[config.mk]
export PLATFORM = sky130hd
export DESIGN_NAME = beidou_if_gen
export DESIGN_NICKNAME = d
export VERILOG_FILES = /design/src/rtl/beidou_pkg.sv /design/src/rtl/beidou_ch_mod.sv /design/src/rtl/beidou_if_gen.sv
export SDC_FILE = /design/constraint.sdc
export NUM_CORES = 1
export LEC_CHECK = 0
export BUFFER_PORTS_ARGS = -buffer_cell sky130_fd_sc_hd__buf_2
export CAP_MARGIN = 20
export CORE_MARGIN = 10
export CORE_UTILIZATION = 45
export DETAILED_ROUTE_END_ITERATION = 7
export HOLD_SLACK_MARGIN = 0.02
export PLACE_DENSITY = 0.66
export SKIP_CTS_REPAIR_TIMING = 1
export SYNTH_ARGS = -nofsm -noshare
export SYNTH_HDL_FRONTEND = slang
export SYNTH_SLANG_ARGS = --single-unit
export TNS_END_PERCENT = 1
[constraint.sdc]
create_clock -name clk -period 4.1 [get_ports clk]
set_input_delay 0.82 -clock clk [delete_from_list [all_inputs] [get_ports clk]]
set_output_delay 0.82 -clock clk [all_outputs]
set_load 0.03 [all_outputs]
[src/rtl/beidou_pkg.sv]
// -----------------------------------------------------------------------------
// beidou_pkg
// Shared constants for the BeiDou B1I IF generator:
//   G1_INIT / G2_INIT       - LFSR reload values at every code-period start
//   G1_FB_MASK / G2_FB_MASK - feedback tap masks (bit n set = g[n] feeds back)
//   CODE_LEN_DEF            - default chips per code period
//   state_t                 - generator control state
//   map_tap / lfsr_fb       - tap-index clamp and feedback XOR helpers
// -----------------------------------------------------------------------------
package beidou_pkg;

    localparam int          CODE_LEN_DEF = 2046;
    localparam logic [10:0] G1_INIT      = 11'b11010110101;
    localparam logic [10:0] G2_INIT      = 11'b00001000101;
    localparam logic [10:0] G1_FB_MASK   = 11'b11111000001;
    localparam logic [10:0] G2_FB_MASK   = 11'b11110011111;

    typedef enum logic {
        ST_IDLE = 1'b0,
        ST_RUN  = 1'b1
    } state_t;

    // Tap indices above 10 select the last G2 stage.
    function automatic logic [3:0] map_tap(input logic [3:0] t);
        return (t > 4'd10) ? 4'd10 : t;
    endfunction

    function automatic logic lfsr_fb(input logic [10:0] r, input logic [10:0] m);
        return ^(r & m);
    endfunction

endpackage

[src/rtl/beidou_ch_mod.sv]
// -----------------------------------------------------------------------------
// beidou_ch_mod
// One IF channel: navigation-bit holding register, active bit, G2 phase
// selection and the symbol x carrier product.
//   clk, rst_n        clock, synchronous active-low reset
//   adv_i             generator advancing this cycle (low = idle / leaving RUN)
//   bit_bnd_i         data-bit boundary at the end of this cycle
//   g1_msb_i, g2_i    shared LFSR state
//   tap_a_i, tap_b_i  latched G2 tap indices
//   car_ph_i          latched carrier quadrant offset
//   phase_i           shared carrier phase
//   data_in_i/_valid_i, data_ready_o   navigation bit handshake
//   underrun_o        sticky: boundary seen with empty holding register
//   sample_o          signed sample in {-1, 0, +1}
// -----------------------------------------------------------------------------
module beidou_ch_mod
    import beidou_pkg::*;
(
    input  logic              clk,
    input  logic              rst_n,
    input  logic              adv_i,
    input  logic              bit_bnd_i,
    input  logic              g1_msb_i,
    input  logic [10:0]       g2_i,
    input  logic [3:0]        tap_a_i,
    input  logic [3:0]        tap_b_i,
    input  logic [1:0]        car_ph_i,
    input  logic [1:0]        phase_i,
    input  logic              data_in_i,
    input  logic              data_valid_i,
    output logic              data_ready_o,
    output logic              underrun_o,
    output logic signed [1:0] sample_o
);

    logic       hold_full_q, hold_full_d;
    logic       hold_bit_q, hold_bit_d;
    logic       active_q, active_d;
    logic       underrun_q, underrun_d;
    logic [3:0] ta, tb;
    logic [1:0] quad;
    logic       code, sym;

    assign data_ready_o = ~hold_full_q;
    assign underrun_o   = underrun_q;

    always_comb begin
        hold_full_d = hold_full_q;
        hold_bit_d  = hold_bit_q;
        active_d    = active_q;
        underrun_d  = underrun_q;
        // A transfer can only happen while empty, so it never collides with
        // the boundary consuming a full register.
        if (data_valid_i && !hold_full_q) begin
            hold_full_d = 1'b1;
            hold_bit_d  = data_in_i;
        end
        if (!adv_i) begin
            active_d   = 1'b0;
            underrun_d = 1'b0;
        end else if (bit_bnd_i) begin
            if (hold_full_q) begin
                active_d    = hold_bit_q;
                hold_full_d = 1'b0;
            end else begin
                underrun_d  = 1'b1;
            end
        end
    end

    always_ff @(posedge clk) begin
        if (!rst_n) begin
            hold_full_q <= 1'b0;
            hold_bit_q  <= 1'b0;
            active_q    <= 1'b0;
            underrun_q  <= 1'b0;
        end else begin
            hold_full_q <= hold_full_d;
            hold_bit_q  <= hold_bit_d;
            active_q    <= active_d;
            underrun_q  <= underrun_d;
        end
    end

    always_comb begin
        ta   = map_tap(tap_a_i);
        tb   = map_tap(tap_b_i);
        code = g1_msb_i ^ g2_i[ta] ^ ((ta == tb) ? 1'b0 : g2_i[tb]);
        sym  = active_q ^ code;
        quad = phase_i + car_ph_i;
        case (quad)
            2'd0:    sample_o = sym ? 2'sb11 : 2'sb01;
            2'd2:    sample_o = sym ? 2'sb01 : 2'sb11;
            default: sample_o = 2'sb00;
        endcase
    end

endmodule

[src/rtl/beidou_if_gen.sv]
// -----------------------------------------------------------------------------
// beidou_if_gen
// Multi-channel BeiDou B1I-style IF sample generator: shared chip timing,
// G1/G2 LFSRs and carrier phase; per-channel modulation in beidou_ch_mod.
//   clk, rst_n            clock, synchronous active-low reset
//   run                   high = generate, low = idle
//   g2_tap_a/_b, car_ph   per-channel config, latched on IDLE->RUN
//   data_in/_valid/_ready per-channel navigation bit handshake
//   if_out                registered signed sum of channel samples
//   epoch, bit_strobe     code-period / data-bit start pulses, aligned with if_out
//   underrun              sticky per-channel empty-at-boundary flags
// -----------------------------------------------------------------------------
module beidou_if_gen
    import beidou_pkg::*;
#(
    parameter int NUM_CH         = 4,
    parameter int CHIP_DIV       = 3052,
    parameter int CODE_LEN       = CODE_LEN_DEF,
    parameter int EPOCHS_PER_BIT = 2,
    parameter int OUT_W          = $clog2(NUM_CH + 1) + 1
) (
    input  logic                    clk,
    input  logic                    rst_n,
    input  logic                    run,
    input  logic [4*NUM_CH-1:0]     g2_tap_a,
    input  logic [4*NUM_CH-1:0]     g2_tap_b,
    input  logic [2*NUM_CH-1:0]     car_ph,
    input  logic [NUM_CH-1:0]       data_in,
    input  logic [NUM_CH-1:0]       data_valid,
    output logic [NUM_CH-1:0]       data_ready,
    output logic signed [OUT_W-1:0] if_out,
    output logic                    epoch,
    output logic                    bit_strobe,
    output logic [NUM_CH-1:0]       underrun
);

    localparam int CW = $clog2(CHIP_DIV);
    localparam int IW = $clog2(CODE_LEN);
    localparam int EW = $clog2(EPOCHS_PER_BIT + 1);

    state_t                  state_q, state_d;
    logic [CW-1:0]           chip_cnt_q, chip_cnt_d;
    logic [IW-1:0]           chip_idx_q, chip_idx_d;
    logic [EW-1:0]           ep_cnt_q, ep_cnt_d;
    logic [10:0]             g1_q, g1_d, g2_q, g2_d;
    logic [1:0]              phase_q, phase_d;
    logic [4*NUM_CH-1:0]     tap_a_q, tap_a_d, tap_b_q, tap_b_d;
    logic [2*NUM_CH-1:0]     car_q, car_d;
    logic                    ep_pend_q, bit_pend_q;
    logic                    epoch_q, bit_q;
    logic signed [OUT_W-1:0] if_q, if_d, sum;
    logic signed [1:0]       smp [NUM_CH];
    logic                    adv, chip_tick, code_end, wrap, bit_bnd;

    assign adv       = (state_q == ST_RUN) && run;
    assign chip_tick = (chip_cnt_q == CW'(CHIP_DIV - 1));
    assign code_end  = (chip_idx_q == IW'(CODE_LEN - 1));
    assign wrap      = adv && chip_tick && code_end;
    assign bit_bnd   = wrap && (ep_cnt_q == EW'(EPOCHS_PER_BIT - 1));

    always_comb begin
        state_d    = state_q;
        tap_a_d    = tap_a_q;
        tap_b_d    = tap_b_q;
        car_d      = car_q;
        chip_cnt_d = '0;
        chip_idx_d = '0;
        ep_cnt_d   = '0;
        phase_d    = '0;
        g1_d       = G1_INIT;
        g2_d       = G2_INIT;
        case (state_q)
            ST_IDLE: if (run) begin
                state_d = ST_RUN;
                tap_a_d = g2_tap_a;
                tap_b_d = g2_tap_b;
                car_d   = car_ph;
            end
            ST_RUN:  if (!run) state_d = ST_IDLE;
            default: state_d = ST_IDLE;
        endcase
        // Timing state only advances while RUN persists; any other cycle
        // (idle, or the last RUN cycle) loads the initial values.
        if (adv) begin
            phase_d    = phase_q + 2'd1;
            chip_cnt_d = chip_cnt_q + CW'(1);
            chip_idx_d = chip_idx_q;
            ep_cnt_d   = ep_cnt_q;
            g1_d       = g1_q;
            g2_d       = g2_q;
            if (chip_tick) begin
                chip_cnt_d = '0;
                if (code_end) begin
                    chip_idx_d = '0;
                    g1_d       = G1_INIT;
                    g2_d       = G2_INIT;
                    ep_cnt_d   = bit_bnd ? '0 : ep_cnt_q + EW'(1);
                end else begin
                    chip_idx_d = chip_idx_q + IW'(1);
                    g1_d       = {g1_q[9:0], lfsr_fb(g1_q, G1_FB_MASK)};
                    g2_d       = {g2_q[9:0], lfsr_fb(g2_q, G2_FB_MASK)};
                end
            end
        end
    end

    always_comb begin
        sum = '0;
        for (int unsigned i = 0; i < NUM_CH; i++) begin
            sum = sum + OUT_W'(smp[i]);
        end
        if_d = (state_q == ST_RUN) ? sum : '0;
    end

    // Boundary pulses are delayed twice: once to reach the chip-0 cycle,
    // once more to line up with that cycle's registered if_out.
    always_ff @(posedge clk) begin
        if (!rst_n) begin
            state_q    <= ST_IDLE;
            chip_cnt_q <= '0;
            chip_idx_q <= '0;
            ep_cnt_q   <= '0;
            phase_q    <= '0;
            g1_q       <= G1_INIT;
            g2_q       <= G2_INIT;
            tap_a_q    <= '0;
            tap_b_q    <= '0;
            car_q      <= '0;
            ep_pend_q  <= 1'b0;
            bit_pend_q <= 1'b0;
            epoch_q    <= 1'b0;
            bit_q      <= 1'b0;
            if_q       <= '0;
        end else begin
            state_q    <= state_d;
            chip_cnt_q <= chip_cnt_d;
            chip_idx_q <= chip_idx_d;
            ep_cnt_q   <= ep_cnt_d;
            phase_q    <= phase_d;
            g1_q       <= g1_d;
            g2_q       <= g2_d;
            tap_a_q    <= tap_a_d;
            tap_b_q    <= tap_b_d;
            car_q      <= car_d;
            ep_pend_q  <= wrap;
            bit_pend_q <= bit_bnd;
            epoch_q    <= ep_pend_q;
            bit_q      <= bit_pend_q;
            if_q       <= if_d;
        end
    end

    assign if_out     = if_q;
    assign epoch      = epoch_q;
    assign bit_strobe = bit_q;

    for (genvar c = 0; c < NUM_CH; c++) begin : g_ch
        beidou_ch_mod u_ch (
            .clk          (clk),
            .rst_n        (rst_n),
            .adv_i        (adv),
            .bit_bnd_i    (bit_bnd),
            .g1_msb_i     (g1_q[10]),
            .g2_i         (g2_q),
            .tap_a_i      (tap_a_q[4*c +: 4]),
            .tap_b_i      (tap_b_q[4*c +: 4]),
            .car_ph_i     (car_q[2*c +: 2]),
            .phase_i      (phase_q),
            .data_in_i    (data_in[c]),
            .data_valid_i (data_valid[c]),
            .data_ready_o (data_ready[c]),
            .underrun_o   (underrun[c]),
            .sample_o     (smp[c])
        );
    end

endmodule

After elaboration in Yosys (flattened, before gate mapping)
Cells that the tools add are included.

storage, ports and cells
  flip-flop bits (word level) = 114
  bits in latches = 0
  bits in writable memories = 0
  memory bits (read-only) = 0
  input port bits = 51
  output and inout bits = 14
  logic and storage cells = 180
  memories kept = 0

cells by class
  $add $sub $neg = 11
  $mul = 0
  divide/modulo/power cells = 0
  $lt $le $gt $ge = 16
  eq/ne operators = 11
  shift-type cells = 0
  multiplexer cells = 61
  bitwise gates (word level) = 19
  reductions and logical operators = 31

operator list
  kind                     count
  $lt A4 B5 Y1 const B     8
  $mux W11                 3
  $bmux W1 S4              8
  $gt A4 B4 Y1 const B     8
  $mux W4                  8
  $mux W1                  29
  $reduce_and A2 Y1        12
  $reduce_xor A11 Y1       2
  $mux W2                  9
  $eq A4 B4 Y1             4
  $pmux W2 S2              4
  $add A12 B1 Y12 const B  1
  $eq A12 B12 Y1 const B   1
  $xor A1 B1 Y1            12
  $add A11 B1 Y11 const B  1
  $eq A11 B11 Y1 const B   1
  $add A2 B2 Y2            4
  $eq A2 B2 Y1 const B     4
  $logic_and A1 B1 Y1      8
  $logic_not A2 Y1         4
  $not A1 Y1               7
  $add A2 B1 Y2 const B    2
  $add A3 B2 Y4            1
  $add A4 B2 Y4            1
  4 further kinds          7

Logic depth before layout (Yosys ltp)
Gate-level depths: netlist (run 1).

  depth in word-level cells = 12
  depth in mapped cells = 16
  mapped depth without buffers = 16

Modules after synthesis
Synthesis (run 1) repeated with hierarchy kept, for this count alone.

unflattened totals
  cell total of the unflattened synthesis = 684
  area total of the unflattened synthesis = 5935.7 µm²

by module, submodules not included
  module         times used  cells each  area each (µm²)  sequential area each (µm²)
  beidou_if_gen  1           432         3873.7           1961.9
  beidou_ch_mod  4           63          515.5            80.1

Least setup slack after synthesis (run 1)
OpenSTA, ideal clock, no wires.

  path kind = register to register
  start point = reg tap_a_q[4]
  end point = reg if_q[3] (netlist: if_out[3])
  library setup time = 0.115 ns
  arrival time = 3.862 ns
  data required time = 3.985 ns
  path slack = 0.123 ns
  cell stages (with the launch flop) = 16
  path buffers = 0
  period minus slack after synthesis = 3.977 ns
  path through = dfxtp_1 -> mux4_1 -> mux2_2 -> o21ai_2 -> xor2_1 -> a21oi_1 -> or3b_1 -> fa_1 -> fa_1 -> inv_1 -> ha_1 -> inv_1 -> fa_1 -> xnor2_1 -> xnor2_1 -> nor2_1

between the ends
  longest elaborated chain between the ends = 12
  elaborated cells on any way between the ends = 15
  classes of those cells = add/sub: 3; order compare: 1; eq/ne: 1; mux: 7; bitwise: 3

ends and longest elaborated chain
  what                               line                                      RTL
  from (decl)                        beidou_if_gen.sv:47                       logic [4*NUM_CH-1:0] tap_a_q, tap_a_d, tap_b_q, tap_b_d;
  from (signal assigned)             beidou_if_gen.sv:142                      tap_a_q <= tap_a_d;
  $gt A4 B4 Y1                       beidou_pkg.sv:25                          return (t > 4'd10) ? 4'd10 : t;
  $mux W4 (*)                        beidou_pkg.sv:25
  $bmux W1 S4                        beidou_ch_mod.sv:88                       code = g1_msb_i ^ g2_i[ta] ^ ((ta == tb) ? 1'b0 : g2_i[tb]);
  $mux W1 (not written as such)      beidou_ch_mod.sv:88
  $xor A1 B1 Y1                      beidou_ch_mod.sv:88
  $xor A1 B1 Y1 (*)                  beidou_ch_mod.sv:88
  $xor A1 B1 Y1 (*)                  beidou_ch_mod.sv:89                       sym = active_q ^ code;
  $mux W2, on equally long branches  beidou_ch_mod.sv:93, beidou_ch_mod.sv:92
  $pmux W2 S2 (*)                    beidou_ch_mod.sv:91                       case (quad)
  $add A2 B2 Y3 (*)                  beidou_if_gen.sv:110                      sum = sum + OUT_W'(smp[i]);
  $add A3 B2 Y4 (*)                  beidou_if_gen.sv:110
  $add A4 B2 Y4 (*)                  beidou_if_gen.sv:110
  to (signal assigned)               beidou_if_gen.sv:149                      if_q <= if_d;
  to (decl)                          beidou_if_gen.sv:51                       logic signed [OUT_W-1:0] if_q, if_d, sum;

Mark *: on every way between the ends. The rest lies on a longest branch, timed or not. The select of a mux whose other input is x is not followed.
A chain may end at the register's enable or synchronous reset.

Worst setup path in the final report (run 1)
Same ends and word-level chain as after synthesis.

==> results of run 1 <==
==> layout by cell type, fill, tap and decap left out, types with 10 or more instances in the layout <==
master     instances
a21boi_0          45
a21oi_1           23
and3_1            13
buf_2             64
buf_4             28
clkbuf_16         17
dfxtp_1          109
ha_1              10
inv_1             19
mux2i_1           25
nand2_1          122
nand3_1           13
nor2_1            51
nor2b_1           10
nor3_1            10
o21ai_0           25
xnor2_1           36
xor2_1            25
==> worst paths after layout <==
kind	start	end	slack, ps
worst min-delay path	bit_pend_q	bit_strobe	440
worst min register to register	bit_pend_q	bit_strobe	440
worst max-delay path	tap_a_q[4]	if_out[3]	120
worst max register to register	tap_a_q[4]	if_out[3]	120
==> worst max-delay path: stages (launching register included) <==
cell     delay [ps]
dfxtp_4         360
mux4_2          480
mux2_2          280
o21ai_2         140
xor2_1          200
a21oi_1          60
or3b_4          400
fa_2            610
fa_1            390
inv_1            70
ha_1            140
inv_1            50
fa_2            350
xnor2_2         160
xnor2_1         140
nor2_1           60
==> power by group through the flow <==
stage | combinational (mW) | sequential [mW] | clock, mW
6_report | 0.557 | 1.19 | 1.46
5_1_grt | 0.623 | 1.20 | 1.53
4_1_cts | 0.499 | 1.19 | 1.47
3_5_place_dp | 0.497 | 1.21 | 0
3_3_place_gp | 0.476 | 1.21 | 0
2_1_floorplan | 0.381 | 1.20 | 0
==> metrics by stage <==
step	setup WS, ps	hold WS [ps]	util [%]	power [mW]
after CTS	-117	438	54.1	3.16
final	124	435	54.4	3.21
after global placement	-10.8	421	49.7	1.69
after global routing	-37.1	443	54.4	3.35
after floorplan	123	412	-	1.59
after detailed placement	-99.7	426	49.7	1.71
==> area by class of cell <==
class	count	area, µm²
well taps	176	220
fillers	1200	6070
clock buffers	17	425
repair buffers	94	571
flip-flops and latches	114	2290
inverters	19	71.3
clock inverters	15	158
multi-input cells	514	3490
==> logic make-up after synthesis <==
| group | synth area share [%] |
|---|---|
| AOI/OAI and AO/OA | 16.0 |
| xor gates and xnor gates | 9.11 |
| adders and majority gates | 3.67 |
| buffers and inverters | 6.36 |
| DFF | 37.2 |
| muxes | 9.01 |
| and+or+nand+nor | 18.7 |
==> routing by layer <==
layer / GRT usage (%) / routed length, µm / up-vias
li1: - / - / 2520
met1: 21.0 / 6990 / 2480
met2: 26.4 / 6980 / 165
met3: 5.39 / 978 / 24
met4: 5.39 / 222 / 0
met5: 0 / 0 / -
==> sequential cells by signal, summed over array words and instances (netlist names) <==
| signal | flops |
|---|---|
| bit_strobe | 1 |
| phase_q | 2 |
| g_ch.u_ch.hold_full_q | 4 |
| chip_idx_q | 11 |
| g_ch.u_ch.active_q | 4 |
| tap_b_q | 16 |
| g1_q | 11 |
| epoch | 1 |
| ep_cnt_q | 2 |
| g2_q | 11 |
| ep_pend_q | 1 |
| g_ch.u_ch.underrun_o | 4 |
| state_q | 1 |
| bit_pend_q | 1 |
| if_out | 4 |
| car_q | 8 |
| tap_a_q | 16 |
| chip_cnt_q | 12 |
| g_ch.u_ch.hold_bit_q | 4 |
==> metrics, run 1 <==
share of layout cells above drive strength 1 21.5%; drt wl/cell 16.0 µm; pin count of the biggest net entering global routing 56; Fin. Hold Viols 0; run status finished clean; Ports 65; WS Path Type reg -> reg; clk_skew 6.92 ps; Initial Utilization 46.2%; P_int 2.32 mW; sw frac 27.5%; GRT Util Overall 16.7%; CTS clk-pin slew, worst paths 60 ps; Max-cap violations 0; first-pass GRT wire length 25300 µm; Via density 5.47; Yosys Warn Count 0; Worst-Margin Slew 983 ps; die area 18700 µm²; CTS Root Cell clkbuf_16; total number of vias 5189; Die Ht 137 µm; top-count cell post-synth nand2_1; Congestion Overflow GR 0; Tcrit/Tclk final 97.0%; syn nets 779; core area 13300 µm²; area growth from synthesis to layout 17.7%; Min Clock Period, post-route 3980 ps; Row Count 42; LEAKAGE 2.78 nW; Pre-antenna DRT Iters 5; nets 826; Worst VDD drop 445 µV; Synth area leaders dfxtp_1, nand2_1, a21boi_0; hold depth 1; worst min path class reg -> reg; drt initial violations 252; TritonCTS buffer count 17; Distinct cells, synth 57; clock power share 45.5%; initial antenna violation count 0; Post-Synthesis Cells 713; Yosys top cell area share 37.2%; Synth top cells by count nand2_1, dfxtp_1, nor2_1; f_max 0.251 GHz; Flop pwr share 37.2%; EDFF count, synth 0; post-synthesis average cell area 8.61 µm²; Worst-Skew Late Latency 420 ps; Worst slew margin 34.4%; critical path required time 4410 ps; FFs w/ async S/R, synth 0%; crit-path max FO 3; RSZ-0062 raised after global routing yes; net load switching power 882 µW; Comb pwr share 17.4%; critical path capture point type register; Synth Flop Type dfxtp_1; post-route ant nets 0; chip width 137 µm; placed inst area 6610 µm²; GPL Wtd Cong 0.839; sequential element share of the synthesized area 37.2%; Longest Clk Path Bufs 2; IO buf count 64; Layout Cells excl Fill 949; type of origin of the critical path register; TNS Setup 0 ps; Post-Synthesis Cell Area 6140 µm²; HPWL after DPL 10700 µm; leading area contributor after synthesis dfxtp_1; crit path DAT 4290 ps; H-tree level count 4; pwr dens 444 nW/µm²; placed cells 916; Inserted Diodes 0; Post-Layout Inst Area 7230 µm²; clk sinks 114; # DRC 0; Worst Reg2Reg Path Length in Cells 15; Post-Route WL 15200 µm; CTS tree built; Slew Viols, Final 0; Final setup viols 0; vias in the first global route 5235; Yosys reg bits 114
(Power assumes the default switching activity.)
==> inputs of run 2 (changes only) <==
--- a/config.mk
+++ b/config.mk
@@ -7,7 +7,7 @@
 export LEC_CHECK = 0
 export BUFFER_PORTS_ARGS = -buffer_cell sky130_fd_sc_hd__buf_2
 export CAP_MARGIN = 20
-export CORE_MARGIN = 10
+export CORE_MARGIN = 3
 export CORE_UTILIZATION = 45
 export DETAILED_ROUTE_END_ITERATION = 7
 export HOLD_SLACK_MARGIN = 0.02
==> run 2 against run 1 <==
  * Final cell count decreased by 0.11%
  * Sequential share of layout area increased by 0.076 points
  * Via count decreased by 1.7%
  * Largest power group unchanged
  * Cell area decreased by 0.29%
  * Non-clock buffer count decreased by 1
  * Flip-flop and latch count unchanged
  * First-iteration DRC count increased by 60%
  * Core utilization decreased by 0.16 points
  * Global-route usage increased by 3.6 points
==> metrics, run 2 (same netlist as run 1, synthesis figures left out) <==
Die Ht 123 µm; Row Count 42; area growth from synthesis to layout 17.4%; Ports 65; run status finished clean; LEAKAGE 2.77 nW; first-pass GRT wire length 24200 µm; chip width 123 µm; met3 GRT Util 5.85%; crit path DAT 4340 ps; critical path capture point type register; HPWL after DPL 9970 µm; Inserted Diodes 0; TNS Setup 0 ps; Post-Layout Inst Area 7210 µm²; # DRC 0; H-tree level count 4; critical path required time 4410 ps; Worst slew margin 35.1%; Finished Core Util 54.2%; Via density 5.38; met2 Usage GRT 31.7%; initial antenna violation count 0; Place WS -79.3 ps; Longest Clk Path Bufs 2; hold depth 1; crit-path max FO 3; type of origin of the critical path register; Tcrit/Tclk final 98.5%; Post-Route WL 14300 µm; die area 15100 µm²; Min Clock Period, post-route 4040 ps; clk sinks 114; IO buf count 64; GR Util met1 27.3%; Slowest-stage cell, CP fa_2; share of layout cells above drive strength 1 21.2%; Worst VDD drop 369 µV; GPL Wtd Cong 0.883; CTS clk-pin slew, worst paths 60 ps; nets 825; drt wl/cell 15.1 µm; WS Path Type reg -> reg; TritonCTS buffer count 17; CTS Root Cell clkbuf_16; RSZ-0062 raised after global routing yes; largest registers tap_a_q: 16 flops, tap_b_q: 16 flops, chip_cnt_q: 12 flops; setup ws final 61.9 ps; commonest non-fill, non-tap cell in the layout nand2_1; pin count of the biggest net entering global routing 56; most frequent cells in the layout nand2_1, dfxtp_1, buf_2, nor2_1, a21boi_0; Pre-antenna DRT Iters 5; CP peak stage delay 600 ps; Slew Viols, Final 0; Worst-Skew Late Latency 420 ps; slack of the worst reg-to-reg path 60 ps; Congestion Overflow GR 0; Fin. Hold Viols 0; worst min path class reg -> reg; post-route ant nets 0; crit-path cells mux4_2, mux2_2, o21ai_2, xor2_1, a21oi_1, or3b_4, fa_2, fa_1, inv_1, ha_1, inv_1, fa_2, xnor2_1, xnor2_1, nor2_1; f_max 0.248 GHz; pwr dens 439 nW/µm²; Filler Cell Count 1228; clk_skew 11.2 ps; GRT Util Overall 20.3%; Worst-Margin Slew 974 ps; drt initial violations 403; CTS tree built; Initial Utilization 46.2%; Worst Reg2Reg Path Length in Cells 15; total number of vias 5102; Max-cap violations 0; placed inst area 6580 µm²; Final setup viols 0; core area 13300 µm²; Most Crowded Layer GR met2; vias in the first global route 4961
==> run 2: layout make-up <==
class	count	area (µm²)	area share (%)
clock inverter	13	135	1.88
clock buffer	19	443	6.15
inverter	19	71.3	0.990
sequential	114	2290	31.8
tap	176	220	3.06
multi-input combinational	514	3500	48.5
timing repair buffer	93	551	7.64
==> run 2: power by group <==
part           internal, mW  switching [mW]  total [mW]
clock                 0.908           0.532        1.44
sequential             1.15          0.0461        1.19
combinational         0.268           0.265       0.533
total                  2.32           0.843        3.16
==> run 2: critical path: cells and delay by family (launching register included) <==
kind / cells / cell delay, ps
adders and majority gates: 4 / 1480
xor gates and xnor gates: 3 / 530
buffers and inverters: 2 / 120
DFF: 1 / 360
AOI/OAI and AO/OA: 2 / 220
and+or+nand+nor: 2 / 460
muxes: 2 / 780
==> run 2: path summary, 6_finish.rpt <==
path | startpoint | to
min reg2reg | bit_pend_q | bit_strobe
max reg2reg | tap_a_q[4] | if_out[3]
min | bit_pend_q | bit_strobe
max | tap_a_q[4] | if_out[3]
==> run 2: per-layer routing <==
metal | share of wire, % | wire [µm] | up-vias
li1 | - | - | 2515
met1 | 47 | 6740 | 2418
met2 | 45 | 6480 | 149
met3 | 6.4 | 916 | 20
met4 | 1.4 | 200 | 0
met5 | 0 | 0 | -
==> run 2: stage by stage <==
stage | power, mW | hold WS [ps] | instances
final | 3.16 | 435 | 948
after global placement | 1.69 | 419 | 914
after detailed placement | 1.71 | 423 | 914
after CTS | 3.15 | 438 | 946
after global routing | 3.32 | 455 | 948
after floorplan | 1.59 | 412 | 713
